<file path="config.mk">
export PLATFORM = sky130hd
export DESIGN_NAME = valid_table
export DESIGN_NICKNAME = d
export VERILOG_FILES = /design/src/rtl/valid_table_pkg.sv /design/src/rtl/vt_port_decode.sv /design/src/rtl/valid_table.sv
export SDC_FILE = /design/constraint.sdc
export NUM_CORES = 1
export LEC_CHECK = 0
export ABC_AREA = 1
export BUFFER_PORTS_ARGS = -buffer_cell sky130_fd_sc_hd__buf_4
export CAP_MARGIN = 20
export CORE_UTILIZATION = 31
export CTS_CLUSTER_DIAMETER = 40
export DETAILED_ROUTE_END_ITERATION = 10
export PLACE_DENSITY = 0.47
export SLEW_MARGIN = 20
export SYNTH_ARGS = -nofsm -noshare
export SYNTH_HDL_FRONTEND = slang
export SYNTH_SLANG_ARGS = --single-unit
</file>
<file path="constraint.sdc">
create_clock -name clk -period 7.2 [get_ports clk]
set_clock_uncertainty 0.2 [all_clocks]
set_input_delay 1.08 -clock clk [delete_from_list [all_inputs] [get_ports clk]]
set_output_delay 1.08 -clock clk [all_outputs]
set_load 0.005 [all_outputs]
</file>
<file path="src/rtl/valid_table_pkg.sv">
// Shared constants, index type and population-count helper for the valid/busy bit table.
package valid_table_pkg;

  localparam int VT_ENTRIES     = 64;
  localparam int VT_IDX_W       = $clog2(VT_ENTRIES);
  localparam int VT_NUM_CLR     = 2;
  localparam int VT_NUM_SET     = 2;
  localparam int VT_NUM_RD      = 4;
  localparam int VT_MAX_ENTRIES = 1024;

  typedef logic [VT_IDX_W-1:0] vt_idx_t;

  // Callers zero-extend their vector to VT_MAX_ENTRIES; the zero bits fold away.
  function automatic logic [31:0] vt_popcount(input logic [VT_MAX_ENTRIES-1:0] bits);
    logic [31:0] n;
    n = '0;
    for (int i = 0; i < VT_MAX_ENTRIES; i++) begin
      n = n + {31'b0, bits[i]};
    end
    return n;
  endfunction

endpackage

</file>
<file path="src/rtl/vt_port_decode.sv">
// ORs the one-hot decode of several enabled index ports into one ENTRIES-wide hit vector.
module vt_port_decode #(
  parameter int ENTRIES   = 64,
  parameter int IDX_W     = $clog2(ENTRIES),
  parameter int NUM_PORTS = 2
) (
  input  logic [NUM_PORTS-1:0]       en,
  input  logic [NUM_PORTS*IDX_W-1:0] idx,
  output logic [ENTRIES-1:0]         hit
);

  // Indices at or beyond ENTRIES never match any entry, so they drop out naturally.
  always_comb begin
    hit = '0;
    for (int e = 0; e < ENTRIES; e++) begin
      for (int p = 0; p < NUM_PORTS; p++) begin
        if (en[p] && (idx[p*IDX_W +: IDX_W] == IDX_W'(e))) begin
          hit[e] = 1'b1;
        end
      end
    end
  end

endmodule

</file>
<file path="src/rtl/valid_table.sv">
// Multi-port valid/busy bit table with branch checkpoint snapshot and registered popcount.
// Optional same-cycle set-to-read bypass when VALID_TABLE_BYPASS_EN is defined.
module valid_table
  import valid_table_pkg::*;
#(
  parameter int   ENTRIES   = VT_ENTRIES,
  parameter int   IDX_W     = $clog2(ENTRIES),
  parameter int   NUM_CLR   = VT_NUM_CLR,
  parameter int   NUM_SET   = VT_NUM_SET,
  parameter int   NUM_RD    = VT_NUM_RD,
  parameter logic RESET_VAL = 1'b1
) (
  input  logic                     clk,
  input  logic                     rst_n,
  input  logic [NUM_CLR-1:0]       clr_en_i,
  input  logic [NUM_CLR*IDX_W-1:0] clr_idx_i,
  input  logic [NUM_SET-1:0]       set_en_i,
  input  logic [NUM_SET*IDX_W-1:0] set_idx_i,
  input  logic [NUM_RD-1:0]        rd_en_i,
  input  logic [NUM_RD*IDX_W-1:0]  rd_idx_i,
  output logic [NUM_RD-1:0]        rd_valid_o,
  input  logic                     ckpt_save_i,
  input  logic                     ckpt_restore_i,
  output logic [IDX_W:0]           count_o
);

  logic [ENTRIES-1:0]        vld;
  logic [ENTRIES-1:0]        snap;
  logic [ENTRIES-1:0]        vld_next;
  logic [ENTRIES-1:0]        snap_next;
  logic [ENTRIES-1:0]        clr_hit;
  logic [ENTRIES-1:0]        set_hit;
  logic [VT_MAX_ENTRIES-1:0] pc_in;
  logic [IDX_W:0]            count_next;

  vt_port_decode #(.ENTRIES(ENTRIES), .IDX_W(IDX_W), .NUM_PORTS(NUM_CLR)) u_clr_decode (
    .en  (clr_en_i),
    .idx (clr_idx_i),
    .hit (clr_hit)
  );

  vt_port_decode #(.ENTRIES(ENTRIES), .IDX_W(IDX_W), .NUM_PORTS(NUM_SET)) u_set_decode (
    .en  (set_en_i),
    .idx (set_idx_i),
    .hit (set_hit)
  );

  // Restore overrides clears; writebacks always land, even on a squashed path.
  assign vld_next  = ckpt_restore_i ? (snap | set_hit) : ((vld | set_hit) & ~clr_hit);
  assign snap_next = (ckpt_save_i && !ckpt_restore_i) ? vld_next : (snap | set_hit);

  always_comb begin
    pc_in               = '0;
    pc_in[ENTRIES-1:0]  = vld_next;
    count_next          = (IDX_W+1)'(vt_popcount(pc_in));
  end

  always_ff @(posedge clk or negedge rst_n) begin
    if (!rst_n) begin
      vld     <= {ENTRIES{RESET_VAL}};
      snap    <= {ENTRIES{RESET_VAL}};
      count_o <= (IDX_W+1)'(RESET_VAL ? ENTRIES : 0);
    end else begin
      vld     <= vld_next;
      snap    <= snap_next;
      count_o <= count_next;
    end
  end

  // Read mux by entry compare so out-of-range indices return 0.
  always_comb begin
    rd_valid_o = '0;
    for (int k = 0; k < NUM_RD; k++) begin
      for (int e = 0; e < ENTRIES; e++) begin
        if (rd_idx_i[k*IDX_W +: IDX_W] == IDX_W'(e)) begin
`ifdef VALID_TABLE_BYPASS_EN
          rd_valid_o[k] = rd_en_i[k] &
                          (vld[e] | (set_hit[e] & ~clr_hit[e] & ~(ckpt_restore_i & ~snap[e])));
`else
          rd_valid_o[k] = rd_en_i[k] & vld[e];
`endif
        end
      end
    end
  end

endmodule

</file>
Word level (Yosys, flattened, before mapping)
Index checks and enable logic that the tools add are counted.

Register bits: 135. Input port bits: 60. Word-level logic and storage cells: 1610.

Add/subtract/negate cells: 63. Equality and inequality tests: 504. Muxes and demuxes: 514. Bitwise gates (word level): 260. Reduce and logical (&&, ||, !) cells: 266.

Operators by type and width (number): equality test 6 bit (second input constant) (256); equality test 6 x 5 -> 1 bit (second input constant) (128); two-way mux 1 bit (512); adder 7 x 1 -> 7 bit (57); equality test 6 x 4 -> 1 bit (second input constant) (64); logical AND 1 bit (257); bitwise AND 1 bit (256); equality test 6 x 3 -> 1 bit (second input constant) (32); two-way mux 64 bit (2); OR 64 bit (2); equality test 6 x 2 -> 1 bit (second input constant) (16); bitwise AND 64 bit (1); NOT 64 bit (1); equality test 6 x 1 -> 1 bit (second input constant) (8); logical NOT 6 bit (8); adder 6 x 1 -> 7 bit (1); adder 5 x 1 -> 6 bit (1); adder 4 x 1 -> 5 bit (1); adder 3 x 1 -> 4 bit (1); adder 2 x 1 -> 3 bit (1); adder 1 x 1 -> 2 bit (1); logical NOT 1 bit (1).

Logic depth before layout (Yosys ltp)
Word-level depth: 70. Mapped depth: 39. Mapped depth without buffers: 39.

Hierarchy
From an unflattened synthesis, not the netlist that was laid out.

Cells, all modules: 2018. Area total of the unflattened synthesis: 12949.9 sq um.

Modules (own cells, without submodules): valid_table (instances 1, cells an instance 1474, area each 10797.9 sq um, sequential area each 3539.6 sq um); vt_port_decode (instances 2, cells an instance 272, area each 1076.0 sq um, sequential area each 0.0 sq um).

Worst setup path before layout
No wires, ideal clock.

Path kind: input to register. Start point: in set_en_i[1]. End point: reg count_o[5]. Setup time: 0.123 ns. Arrival: 7.346 ns. Required time: 6.877 ns. Setup slack: -0.468 ns. Stages on the path: 26. Buffers on the path: 1. Cells stage by stage: inv_1 nor3_1 inv_1 clkbuf_1 o22ai_1 or2_2 nand2_1 o21ai_0 fa_1 inv_1 fa_1 fa_1 fa_1 inv_1 fa_1 fa_1 fa_1 fa_1 ha_1 nand2_1 nor2_1 a211oi_1 nor2_1 o21ai_0 nand2_1 xor2_1.

Elaborated cells between the ends (all ways): 195.

RTL lines: start, declared (RTL line valid_table.sv:17) `input logic [NUM_SET-1:0] set_en_i,`; logical AND 1 bit (*) (RTL line vt_port_decode.sv:17) `if (en[p] && (idx[p*IDX_W +: IDX_W] == IDX_W'(e))) begin`; two-way mux 1 bit (*) (RTL line vt_port_decode.sv:17); OR 64 bit (RTL line valid_table.sv:49) `assign vld_next = ckpt_restore_i ? (snap | set_hit) : ((vld | set_hit) & ~clr_hit);`; bitwise AND 64 bit (RTL line valid_table.sv:49); two-way mux 64 bit (*) (RTL line valid_table.sv:49); named net vld_next[17] (RTL line valid_table.sv:29) `logic [ENTRIES-1:0] vld_next;`; adder 7 x 1 -> 7 bit (*) (47 in a row) (RTL line valid_table_pkg.sv:18) `n = n + {31'b0, bits[i]};`; named net count_next[5] (RTL line valid_table.sv:34) `logic [IDX_W:0] count_next;`; end signal, assigned (RTL line valid_table.sv:62) `count_o <= (IDX_W+1)'(RESET_VAL ? ENTRIES : 0);`; end signal, assigned (RTL line valid_table.sv:66) `count_o <= count_next;`; end, declared (RTL line valid_table.sv:24) `output logic [IDX_W:0] count_o`.

The timed path passes the listed nets; every way through them passes the cells marked *.

Worst setup path in the final report
Start point: in clr_idx_i[3]. End point: reg vld[25].

Cells in the longest elaborated chain, start to end: 7.

RTL lines: start, declared (RTL line valid_table.sv:16) `input logic [NUM_CLR*IDX_W-1:0] clr_idx_i,`; equality test 6 x 5 -> 1 bit (RTL line vt_port_decode.sv:17); logical AND 1 bit (RTL line vt_port_decode.sv:17); two-way mux 1 bit (2 in a row) (RTL line vt_port_decode.sv:17); NOT 64 bit (RTL line valid_table.sv:49); bitwise AND 64 bit (RTL line valid_table.sv:49); two-way mux 64 bit (RTL line valid_table.sv:49); named net vld_next[25] (RTL line valid_table.sv:29); end signal, assigned (RTL line valid_table.sv:60) `vld <= {ENTRIES{RESET_VAL}};`; end signal, assigned (RTL line valid_table.sv:64) `vld <= vld_next;`; end, declared (RTL line valid_table.sv:27) `logic [ENTRIES-1:0] vld;`.

The timed path passes the listed nets, and every way through them passes these cells.

==> impl_metrics.json <==
{
  "setup_ws_ps": -489,
  "synthFlopType": "dfstp_2",
  "synthesis.nets": 1930,
  "grtUsageTotal_pct": 31.8,
  "cp-start-kind": "primary input",
  "antenna_found_initial": 1,
  "drt_first_pass_iters": 6,
  "nets": 2366,
  "grt_max_degree": 95,
  "max_stage_delay_ps": 170,
  "max_cap_viol_count": 0,
  "maxSlewViolCount": 0,
  "yosys.area.top_type_share_pct": 27.2,
  "start_util_pct": 31.4,
  "post_drt_wl_per_cell_um": 23.5,
  "cp_slowest_cell": "nor2_1",
  "antenna_left": 0,
  "syn_to_final_growth_pct": 46.8,
  "synth_cells": 1801,
  "seq_area_frac_synth_pct": 28.5,
  "yosysTopAreaCell": "dfstp_2",
  "synthTopCellsByArea": "dfstp_2, nand4_1, nor2_1, fa_1, inv_1",
  "dpl.hpwl_um": 49300,
  "wirelength_um": 65100,
  "drc": 0,
  "die_x_um": 202,
  "cts-buffers-inserted": 17,
  "rows": 73,
  "ys_seq_elements": 135,
  "portBuffers": 70,
  "worst_ep_arrival_time_ps": 7870,
  "routabilityCongestion": 0.980,
  "clock_path_buffers": 2,
  "root_buffer": "clkbuf_16",
  "cp.required_ps": 7380,
  "avgSynthCellArea_um2": 6.91,
  "period_needed_ps": 7690,
  "yosysMostFrequentCell": "nor2_1",
  "period_share_pct": 107,
  "rsz0062_at_grt": "true",
  "clock-sinks": 135,
  "grt_pass1_wl_um": 94800,
  "via_count": 15500,
  "cts_htree_levels": 4,
  "async_flop_share_pct": 100,
  "min_path_type": "reg -> reg",
  "yosysUniqueCellTypes": 35,
  "fp.dieH_um": 202,
  "hold_violations": 0,
  "final_layout_size_suffix_gt1_share_pct": 40.6,
  "cp-end-kind": "flip-flop",
  "syn_area_um2": 12400,
  "synth_common_cells": "nor2_1, inv_1, nand4_1",
  "clock_latency_ps": 450,
  "final_core_util_pct": 46.1,
  "vias_per_cell": 5.57,
  "die_area_um2": 40900,
  "holdWs_ps": 391,
  "clock.fmax_mhz": 130,
  "tightestPinTransition_ps": 1080,
  "drt_iter0_markers": 1897,
  "fp.coreArea_um2": 39600,
  "pre_cts_slack_ps": -1030,
  "cts.clk_slew.worst_paths_ps": 70,
  "violations": "setup timing",
  "crit_path_frequent_cell": "buf_4",
  "cts_tree": "done",
  "yosys_warnings": 0,
  "slew_headroom_pct": 27.7,
  "grt_overflow": 0,
  "worstPathMaxFanout": 4,
  "first_global_vias": 14600,
  "synth-edff-count": 0,
  "outcome": "finished, violations left",
  "ios": 71,
  "finalSetupViolations": 7,
  "criticalPathCategory": "in -> reg"
}
==> registers in the layout, indices dropped and copies added, names as in the netlist <==
register	flops
vld	64
count_o	7
snap	64
==> cell usage in the layout, fill, tap and decap left out, drive strengths merged, types with 17 or more instances in the layout <==
cell      n
or2      60
inv     296
nand4   222
nand2   200
o22ai    59
nor2    305
nor3     41
buf     497
nor4     25
a22oi    50
o21ai   118
o221ai   18
nand3    42
a21oi    69
fa       54
clkbuf   17
dfstp   129
==> critical path, delay by kind of cell <==
family	cells	cell delay, ps
compound gates	3	390
buf+inv	50	6100
simple gates	2	330
==> metal layers <==
metal	up-vias	GRT usage (%)	part of all wire [%]
li1	7039	-	-
met1	7430	42.8	42
met2	781	48.0	43
met3	211	5.30	8.4
met4	0	18.3	6.9
met5	-	0	0
==> logic make-up (layout without fill, tap and decap cells) <==
logic type	Yosys count	after routing	share of synthesized area, %
compound gates	322	322	15.3
simple gates	896	896	34.5
other cells	0	1	0
buf+inv	375	823	11.3
xor+xnor	4	4	0.282
flops	135	135	28.5
fa+ha+maj	69	69	10.2
==> per-stage QoR <==
stage | cell area [µm²] | std cells | setup TNS (ps)
after floorplan | 12600 | 1801 | -219
after global placement | 15800 | 2627 | -5910
after detailed placement | 15800 | 2627 | -5900
after CTS | 17600 | 2747 | -821
after global routing | 18300 | 2774 | -3200
final | 18300 | 2775 | -1980
==> layout make-up <==
type | instances | area [µm²]
fillers | 3985 | 21400
flip-flops and latches | 135 | 3540
well taps | 525 | 657
clock inverters | 14 | 169
repair inverters | 2 | 12.5
multi-input cells | 1291 | 8340
inverters | 293 | 1150
clock buffers | 17 | 425
repair buffers | 497 | 3960
diodes | 1 | 2.50
==> worst paths after layout <==
kind | startpoint | endpoint | slack (ps) | cells after the start
max | clr_idx_i[3] | vld[25] | -490 | 55
min | snap[1] | snap[1] | 390 | 4
max reg2reg | vld[27] | count_o[6] | 410 | 22
min reg2reg | snap[1] | snap[1] | 390 | 4
max in group asynchronous | rst_n | snap[15] | 5060 | 2
min in group asynchronous | rst_n | count_o[3] | 510 | 1
==> what timing repair did <==
| item | in CTS | in global routing |
|---|---|---|
| gates resized for setup | 169 | 128 |
| hold buffers | 0 | 0 |
| pin swaps | 40 | 69 |
| endpoints found under the setup margin | 6 | 7 |
| gates cloned | 2 | 0 |
| setup buffers | 94 | 33 |
Power is not shown: default switching activity piles up to over one toggle a cycle in this logic, so the estimate is an artifact.
